File: src/rtl/vga_timing_pkg.sv
// -----------------------------------------------------------------------------
// vga_timing_pkg
// Shared timing constants and state encodings for the VGA sync controller.
//   - Default 640x480@60 Hz phase lengths (pixels / lines) and totals
//   - Counter widths for the raster counters and the pixel-rate divider
//   - Horizontal / vertical phase state encodings
//   - last_idx(): converts a phase boundary (count of items) to the index of
//     its final element at counter width
// -----------------------------------------------------------------------------
package vga_timing_pkg;

    localparam int unsigned H_ACTIVE_DEF = 640;
    localparam int unsigned H_FP_DEF     = 16;
    localparam int unsigned H_SYNC_DEF   = 96;
    localparam int unsigned H_BP_DEF     = 48;
    localparam int unsigned H_TOTAL_DEF  = H_ACTIVE_DEF + H_FP_DEF + H_SYNC_DEF + H_BP_DEF;

    localparam int unsigned V_ACTIVE_DEF = 480;
    localparam int unsigned V_FP_DEF     = 10;
    localparam int unsigned V_SYNC_DEF   = 2;
    localparam int unsigned V_BP_DEF     = 33;
    localparam int unsigned V_TOTAL_DEF  = V_ACTIVE_DEF + V_FP_DEF + V_SYNC_DEF + V_BP_DEF;

    localparam int unsigned CLK_DIV_DEF  = 4;

    // Raster counter width (covers H_TOTAL = 800 and V_TOTAL = 525).
    localparam int unsigned CNT_W = 10;
    // Divider width (CLK_DIV up to 16 -> counter 0..15).
    localparam int unsigned DIV_W = 4;

    typedef enum logic [1:0] {
        H_ACT   = 2'd0,
        H_FRONT = 2'd1,
        H_SYNCS = 2'd2,
        H_BACK  = 2'd3
    } h_state_t;

    typedef enum logic [1:0] {
        V_ACT   = 2'd0,
        V_FRONT = 2'd1,
        V_SYNCS = 2'd2,
        V_BACK  = 2'd3
    } v_state_t;

    function automatic logic [CNT_W-1:0] last_idx(input int unsigned n);
        return CNT_W'(n - 1);
    endfunction

endpackage

File: src/rtl/pixel_tick_gen.sv
// -----------------------------------------------------------------------------
// pixel_tick_gen
// Pixel-rate enable generator: a free-running 0..CLK_DIV-1 counter whose
// terminal count produces a registered one-clock pulse every CLK_DIV clocks.
// The first pulse appears after the CLK_DIV-th clock edge following reset.
// Ports:
//   i_clk         system clock
//   i_reset       synchronous, active-high reset
//   o_pixel_tick  one-clock pulse every CLK_DIV clocks
// -----------------------------------------------------------------------------
module pixel_tick_gen
    import vga_timing_pkg::*;
#(
    parameter int unsigned CLK_DIV = CLK_DIV_DEF
) (
    input  logic i_clk,
    input  logic i_reset,
    output logic o_pixel_tick
);

    localparam logic [DIV_W-1:0] DIV_LAST = DIV_W'(CLK_DIV - 1);

    logic [DIV_W-1:0] r_div;
    logic             r_tick;

    always_ff @(posedge i_clk) begin
        if (i_reset) begin
            r_div  <= '0;
            r_tick <= 1'b0;
        end else begin
            r_tick <= (r_div == DIV_LAST);
            r_div  <= (r_div == DIV_LAST) ? '0 : r_div + 1'b1;
        end
    end

    assign o_pixel_tick = r_tick;

endmodule

File: src/rtl/vga_sync_controller.sv
// -----------------------------------------------------------------------------
// vga_sync_controller
// VGA raster sequencer. A pixel-rate enable advances a horizontal phase FSM;
// its end-of-line wrap advances a vertical phase FSM. Sync, video-active and
// frame-start outputs are registered decodes (one clock after the counters).
// Ports:
//   i_clk          system clock
//   i_reset        synchronous, active-high reset
//   o_pixel_tick   one-clock pulse every CLK_DIV clocks
//   o_hcount       pixel column, 0..H_TOTAL-1
//   o_vcount       line, 0..V_TOTAL-1
//   o_hsync        SYNC_POL while in the horizontal sync phase
//   o_vsync        SYNC_POL while in the vertical sync phase
//   o_video_on     high inside the active window
//   o_frame_start  one-clock pulse in the clock after the raster wraps to (0,0)
//   o_frame_count  (VGA_FRAME_COUNT_EN only) 16-bit wrapping frame counter
// Optional feature macro: VGA_FRAME_COUNT_EN
// -----------------------------------------------------------------------------
module vga_sync_controller
    import vga_timing_pkg::*;
#(
    parameter int unsigned CLK_DIV  = CLK_DIV_DEF,
    parameter int unsigned H_ACTIVE = H_ACTIVE_DEF,
    parameter int unsigned H_FP     = H_FP_DEF,
    parameter int unsigned H_SYNC   = H_SYNC_DEF,
    parameter int unsigned H_BP     = H_BP_DEF,
    parameter int unsigned V_ACTIVE = V_ACTIVE_DEF,
    parameter int unsigned V_FP     = V_FP_DEF,
    parameter int unsigned V_SYNC   = V_SYNC_DEF,
    parameter int unsigned V_BP     = V_BP_DEF,
    parameter logic        SYNC_POL = 1'b0
) (
    input  logic             i_clk,
    input  logic             i_reset,
    output logic             o_pixel_tick,
    output logic [CNT_W-1:0] o_hcount,
    output logic [CNT_W-1:0] o_vcount,
    output logic             o_hsync,
    output logic             o_vsync,
    output logic             o_video_on,
    output logic             o_frame_start
`ifdef VGA_FRAME_COUNT_EN
    ,
    output logic [15:0]      o_frame_count
`endif
);

    localparam int unsigned H_TOTAL = H_ACTIVE + H_FP + H_SYNC + H_BP;
    localparam int unsigned V_TOTAL = V_ACTIVE + V_FP + V_SYNC + V_BP;

    // Index of the last pixel/line of each phase.
    localparam logic [CNT_W-1:0] H_ACT_END  = last_idx(H_ACTIVE);
    localparam logic [CNT_W-1:0] H_FP_END   = last_idx(H_ACTIVE + H_FP);
    localparam logic [CNT_W-1:0] H_SYNC_END = last_idx(H_ACTIVE + H_FP + H_SYNC);
    localparam logic [CNT_W-1:0] H_TOT_END  = last_idx(H_TOTAL);
    localparam logic [CNT_W-1:0] V_ACT_END  = last_idx(V_ACTIVE);
    localparam logic [CNT_W-1:0] V_FP_END   = last_idx(V_ACTIVE + V_FP);
    localparam logic [CNT_W-1:0] V_SYNC_END = last_idx(V_ACTIVE + V_FP + V_SYNC);
    localparam logic [CNT_W-1:0] V_TOT_END  = last_idx(V_TOTAL);

    logic             w_pixel_tick;
    h_state_t         r_h_state;
    h_state_t         w_h_state_d;
    v_state_t         r_v_state;
    v_state_t         w_v_state_d;
    logic [CNT_W-1:0] r_hcount;
    logic [CNT_W-1:0] w_hcount_d;
    logic [CNT_W-1:0] r_vcount;
    logic [CNT_W-1:0] w_vcount_d;
    logic             w_line_adv;
    logic             w_frame_wrap;
    logic             r_frame_wrap;
    logic             r_hsync;
    logic             r_vsync;
    logic             r_video_on;
    logic             r_frame_start;

    pixel_tick_gen #(
        .CLK_DIV (CLK_DIV)
    ) u_pixel_tick_gen (
        .i_clk        (i_clk),
        .i_reset      (i_reset),
        .o_pixel_tick (w_pixel_tick)
    );

    // Horizontal phase FSM: next state and column counter.
    always_comb begin
        w_h_state_d = r_h_state;
        w_hcount_d  = r_hcount;
        w_line_adv  = 1'b0;
        if (w_pixel_tick) begin
            w_hcount_d = r_hcount + 1'b1;
            unique case (r_h_state)
                H_ACT:   if (r_hcount == H_ACT_END)  w_h_state_d = H_FRONT;
                H_FRONT: if (r_hcount == H_FP_END)   w_h_state_d = H_SYNCS;
                H_SYNCS: if (r_hcount == H_SYNC_END) w_h_state_d = H_BACK;
                H_BACK: begin
                    if (r_hcount == H_TOT_END) begin
                        w_h_state_d = H_ACT;
                        w_hcount_d  = '0;
                        w_line_adv  = 1'b1;
                    end
                end
                default: begin
                    w_h_state_d = H_ACT;
                    w_hcount_d  = '0;
                end
            endcase
        end
    end

    // Vertical phase FSM: advances only on the end-of-line wrap.
    always_comb begin
        w_v_state_d  = r_v_state;
        w_vcount_d   = r_vcount;
        w_frame_wrap = 1'b0;
        if (w_line_adv) begin
            w_vcount_d = r_vcount + 1'b1;
            unique case (r_v_state)
                V_ACT:   if (r_vcount == V_ACT_END)  w_v_state_d = V_FRONT;
                V_FRONT: if (r_vcount == V_FP_END)   w_v_state_d = V_SYNCS;
                V_SYNCS: if (r_vcount == V_SYNC_END) w_v_state_d = V_BACK;
                V_BACK: begin
                    if (r_vcount == V_TOT_END) begin
                        w_v_state_d  = V_ACT;
                        w_vcount_d   = '0;
                        w_frame_wrap = 1'b1;
                    end
                end
                default: begin
                    w_v_state_d = V_ACT;
                    w_vcount_d  = '0;
                end
            endcase
        end
    end

    always_ff @(posedge i_clk) begin
        if (i_reset) begin
            r_h_state <= H_ACT;
            r_v_state <= V_ACT;
            r_hcount  <= '0;
            r_vcount  <= '0;
        end else begin
            r_h_state <= w_h_state_d;
            r_v_state <= w_v_state_d;
            r_hcount  <= w_hcount_d;
            r_vcount  <= w_vcount_d;
        end
    end

    // Output decodes lag the counters by one clock. frame_start needs the
    // extra r_frame_wrap stage so it lands in the same clock as the first
    // decode of (0,0).
    always_ff @(posedge i_clk) begin
        if (i_reset) begin
            r_frame_wrap  <= 1'b0;
            r_hsync       <= ~SYNC_POL;
            r_vsync       <= ~SYNC_POL;
            r_video_on    <= 1'b0;
            r_frame_start <= 1'b0;
        end else begin
            r_frame_wrap  <= w_frame_wrap;
            r_hsync       <= (r_h_state == H_SYNCS) ? SYNC_POL : ~SYNC_POL;
            r_vsync       <= (r_v_state == V_SYNCS) ? SYNC_POL : ~SYNC_POL;
            r_video_on    <= (r_h_state == H_ACT) && (r_v_state == V_ACT);
            r_frame_start <= r_frame_wrap;
        end
    end

`ifdef VGA_FRAME_COUNT_EN
    logic [15:0] r_frame_count;

    // Increments in the same clock frame_start rises.
    always_ff @(posedge i_clk) begin
        if (i_reset) begin
            r_frame_count <= '0;
        end else if (r_frame_wrap) begin
            r_frame_count <= r_frame_count + 16'd1;
        end
    end

    assign o_frame_count = r_frame_count;
`endif

    assign o_pixel_tick  = w_pixel_tick;
    assign o_hcount      = r_hcount;
    assign o_vcount      = r_vcount;
    assign o_hsync       = r_hsync;
    assign o_vsync       = r_vsync;
    assign o_video_on    = r_video_on;
    assign o_frame_start = r_frame_start;

endmodule
File: config.mk
export PLATFORM = sky130hd
export DESIGN_NAME = vga_sync_controller
export DESIGN_NICKNAME = d
export VERILOG_FILES = /design/src/rtl/vga_timing_pkg.sv /design/src/rtl/pixel_tick_gen.sv /design/src/rtl/vga_sync_controller.sv
export SDC_FILE = /design/constraint.sdc
export NUM_CORES = 1
export LEC_CHECK = 0
export CAP_MARGIN = 20
export CORE_ASPECT_RATIO = 0.7
export CORE_UTILIZATION = 53
export DETAILED_ROUTE_END_ITERATION = 10
export GPL_TIMING_DRIVEN = 0
export PLACE_DENSITY = 0.75
export SLEW_MARGIN = 15
export SYNTH_ARGS = -nofsm -noshare
export SYNTH_HDL_FRONTEND = slang
export SYNTH_SLANG_ARGS = --single-unit
export TNS_END_PERCENT = 5
File: constraint.sdc
create_clock -name i_clk -period 2.3 [get_ports i_clk]
set_input_delay 0.345 -clock i_clk [delete_from_list [all_inputs] [get_ports i_clk]]
set_output_delay 0.345 -clock i_clk [all_outputs]
set_load 0.01 [all_outputs]
==> metrics.txt <==
# TYPE chip_impl_metric gauge
chip_impl_metric{name="cts-hold-fix-buffers",unit=""} 0
chip_impl_metric{name="route.met2.wl",unit="um"} 1610
chip_impl_info{name="worstHoldPathType",value="reg2reg"} 1
chip_impl_metric{name="finalWirelength",unit="um"} 3820
chip_impl_metric{name="number_of_synthesized_register_bits",unit=""} 34
chip_impl_info{name="clock_tree_from_tritoncts",value="built"} 1
chip_impl_metric{name="io_buffers",unit=""} 26
chip_impl_metric{name="synthCells",unit=""} 193
chip_impl_metric{name="critical_path_required",unit="ns"} 2.44
chip_impl_metric{name="areaGrowthSynthToFinish",unit="%"} 22.7
chip_impl_metric{name="largest_clock_skew_in_the_final_design",unit="ns"} 0.00699
chip_impl_metric{name="vias",unit=""} 1480
chip_impl_metric{name="antenna_violating_nets_post_route",unit=""} 0
chip_impl_info{name="yosys.cell_count.top_type",value="sky130_fd_sc_hd__dfxtp_1"} 1
chip_impl_metric{name="finalSetupViolations",unit=""} 0
chip_impl_metric{name="grt_usage",unit=""} 0.245
chip_impl_metric{name="worst-path-max-fanout",unit=""} 8
chip_impl_metric{name="hold-worst-slack",unit="ns"} 0.458
chip_impl_info{name="critical_path.reg2reg.startpoint",value="o_hcount[0]"} 1
chip_impl_metric{name="number_of_antenna_violations_at_the_first_check_in_global_routing",unit=""} 0
chip_impl_metric{name="report.final.hold_viol_count",unit=""} 0
chip_impl_metric{name="cts-resized-gates",unit=""} 0
chip_impl_metric{name="worstPathArrival",unit="ns"} 2.13
chip_impl_metric{name="pre_cts_slack",unit="ns"} 0.337
chip_impl_info{name="crit_path_end_kind",value="register"} 1
chip_impl_info{name="synth_top_cells_by_count",value="sky130_fd_sc_hd__dfxtp_1 (34), sky130_fd_sc_hd__nor2_1 (27), sky130_fd_sc_hd__ha_1 (17)"} 1
chip_impl_metric{name="min_period_over_period",unit=""} 0.865
chip_impl_metric{name="cts_buffers",unit=""} 5
chip_impl_metric{name="die_x",unit="um"} 71.2
chip_impl_metric{name="clk_path_buf_depth",unit=""} 2
chip_impl_metric{name="synth-compound-area-share",unit=""} 0.0760
chip_impl_info{name="uppermost_metal_layer_occupied_by_signal_nets",value="met4"} 1
chip_impl_metric{name="antennaDiodeCount",unit=""} 0
chip_impl_metric{name="maximum_number_of_pins_on_one_net_before_global_route_repair",unit=""} 12
chip_impl_metric{name="first_global_vias",unit=""} 1459
chip_impl_metric{name="initial_core_util",unit=""} 0.561
chip_impl_metric{name="max_cap_violations",unit=""} 0
chip_impl_metric{name="slew_viol_final",unit=""} 0
chip_impl_metric{name="design.die.area",unit="sq mm"} 0.00359
chip_impl_metric{name="final.min_clock_period",unit="ns"} 1.99
chip_impl_metric{name="drt_iter0_markers",unit=""} 79
chip_impl_info{name="start_kind",value="register"} 1
chip_impl_metric{name="synth_enable_flop_cells",unit=""} 0
chip_impl_metric{name="vias_per_cell",unit=""} 5.58
chip_impl_metric{name="final_core_util",unit=""} 0.688
chip_impl_info{name="post_synth_main_area_contributors",value="sky130_fd_sc_hd__dfxtp_1 (38%), sky130_fd_sc_hd__ha_1 (12%), sky130_fd_sc_hd__nor2_1 (5.7%)"} 1
chip_impl_metric{name="fin_ws",unit="ns"} 0.310
chip_impl_metric{name="grt_first_pass_wirelength",unit="um"} 6770
chip_impl_metric{name="insertion_delay",unit="ns"} 0.29
chip_impl_metric{name="synth_fa_ha_area_frac",unit=""} 0.120
chip_impl_metric{name="cellLeakagePower",unit="uW"} 0.000846
chip_impl_metric{name="synth_async_sr_flop_share",unit=""} 0
chip_impl_metric{name="core_region_area",unit="sq mm"} 0.00317
chip_impl_metric{name="met1Wirelength",unit="um"} 1960
chip_impl_info{name="worstSetupStartpoint",value="o_hcount[0]"} 1
chip_impl_metric{name="clock_sink_count",unit=""} 34
chip_impl_metric{name="grt.overflow.total",unit=""} 0
chip_impl_metric{name="htree_num_levels",unit=""} 2
chip_impl_metric{name="synth.yosys.seq_area_share",unit=""} 0.383
chip_impl_metric{name="yosysWarningCount",unit=""} 0
chip_impl_metric{name="remaining_drc_errors",unit=""} 0
chip_impl_metric{name="ioPinCount",unit=""} 27
chip_impl_metric{name="synthSimpleGateAreaFrac",unit=""} 0.279
chip_impl_metric{name="first_pass_iters",unit=""} 4
chip_impl_metric{name="cts_post_setup_buffers_inserted",unit=""} 0
chip_impl_info{name="combinational_family_with_the_most_area_after_synthesis",value="simple AND/OR/NAND/NOR gates"} 1
chip_impl_metric{name="path_clk_slew",unit="ns"} 0.07
chip_impl_metric{name="post_synth_xor_area_fraction",unit=""} 0.0887
chip_impl_metric{name="die-height",unit="um"} 50.5
chip_impl_info{name="synth_flop_cell",value="sky130_fd_sc_hd__dfxtp_1"} 1
chip_impl_metric{name="worst_slew_pin_slew",unit="ns"} 0.683
chip_impl_metric{name="final.setup.tns",unit="ns"} 0
chip_impl_metric{name="final_cells",unit=""} 265
chip_impl_metric{name="placed_cells",unit=""} 257
chip_impl_metric{name="final_nets",unit=""} 245
chip_impl_metric{name="fmaxAchievable",unit="GHz"} 0.502
chip_impl_metric{name="wl_met3",unit="um"} 185
chip_impl_metric{name="vdd.ir_drop.worst",unit="V"} 0.000298
chip_impl_metric{name="power_per_cell_area",unit="mW/mm^2"} 505
chip_impl_info{name="synthDominantAreaCellType",value="sky130_fd_sc_hd__dfxtp_1"} 1
chip_impl_metric{name="syn_area",unit="sq mm"} 0.00178
chip_impl_metric{name="yosys.cell_types.count",unit=""} 39
chip_impl_metric{name="syn-mean-instance-area",unit="sq um"} 9.21
chip_impl_metric{name="drive_above_1_share",unit=""} 0.0661
chip_impl_metric{name="postSynthNetCount",unit=""} 212
chip_impl_info{name="holdCritStartpoint",value="r_frame_wrap"} 1
chip_impl_metric{name="synth.mux.area_fraction",unit=""} 0.00563
chip_impl_metric{name="post-dp-hpwl",unit="um"} 2800
chip_impl_info{name="rsz0062_at_grt",value="no"} 1
chip_impl_metric{name="wire_per_inst",unit="um"} 14.4
chip_impl_metric{name="synth_top_area_share",unit=""} 0.383
chip_impl_info{name="outcome",value="finished, final reports clean"} 1
chip_impl_info{name="cts.root.buffer_cell",value="sky130_fd_sc_hd__clkbuf_8"} 1
chip_impl_metric{name="floorplan.rows",unit=""} 17
chip_impl_metric{name="slew_headroom",unit=""} 0.544
chip_impl_info{name="worstSetupPathType",value="reg2reg"} 1
chip_impl_metric{name="gp_routability_congestion",unit=""} 0.866
where the power goes:
group	switching, uW	internal, uW
logic	19.0	16.6
clock network	224	241
registers	4.76	595
total	248	853
layout make-up:
class                   count  area, sq um
repair buffers             26          260
multi-input cells         139         1010
flip-flops and latches     34          681
plain buffers               5         28.8
inverters                  15         56.3
clock inverters             2         12.5
clock buffers               6         82.6
well taps                  38         47.5
fillers                   248          988
path summary, 6_finish.rpt:
kind                                 endpoint  slack, ns  cells after the start
worst max register to register    o_vcount[2]       0.31                      5
worst max-delay path              o_vcount[2]       0.31                      5
worst min register to register  o_frame_start       0.46                      1
worst min-delay path            o_frame_start       0.46                      1
layout by cell type, fill, tap and decap left out, types with 5 or more instances in the layout:
cell | Yosys | final
sky130_fd_sc_hd__clkdlybuf4s50_1 | 0 | 26
sky130_fd_sc_hd__xnor2_1 | 8 | 8
sky130_fd_sc_hd__nand4_1 | 9 | 9
sky130_fd_sc_hd__inv_1 | 15 | 15
sky130_fd_sc_hd__a21oi_1 | 5 | 5
sky130_fd_sc_hd__dfxtp_1 | 34 | 34
sky130_fd_sc_hd__xor2_1 | 10 | 10
sky130_fd_sc_hd__clkbuf_8 | 0 | 6
sky130_fd_sc_hd__ha_1 | 17 | 17
sky130_fd_sc_hd__nand2_1 | 6 | 6
sky130_fd_sc_hd__nor2_1 | 27 | 27
state kept, by name, indices dropped and copies added, names as in the netlist:
register,flops
o_frame_start,1
o_hcount,10
o_hsync,1
o_vcount,10
o_video_on,1
o_vsync,1
r_frame_wrap,1
r_h_state,2
r_v_state,2
u_pixel_tick_gen.o_pixel_tick,1
u_pixel_tick_gen.r_div,4
stage by stage:
step	total power (uW)	area, sq um
after global routing	1140	2180
after floorplan	636	1780
after CTS	1110	2180
after detailed placement	649	2090
after global placement	647	2090
final	1100	2180
critical path, stage by stage (launching register included):
cell and delay (ns):
sky130_fd_sc_hd__dfxtp_1 0.44, sky130_fd_sc_hd__ha_1 0.24, sky130_fd_sc_hd__and4b_4 0.29, sky130_fd_sc_hd__nand4_4 0.15
sky130_fd_sc_hd__o21bai_1 0.61, sky130_fd_sc_hd__nor2_1 0.12
logic make-up (layout without fill, tap and decap cells):
group	count (synthesis)	after routing
AO/OA/AOI/OAI	20	20
multiplexers	1	1
AND/OR/NAND/NOR	83	83
flip-flops	34	34
buffers and inverters	20	54
XOR/XNOR	18	18
adder cells (fa/ha/maj)	17	17
per-layer routing:
layer,vias to the layer above,GRT usage
li1,735,-
met1,698,0.341
met2,40,0.360
met3,7,0.0582
met4,0,0.107
met5,-,0
(Power assumes the default switching activity.)
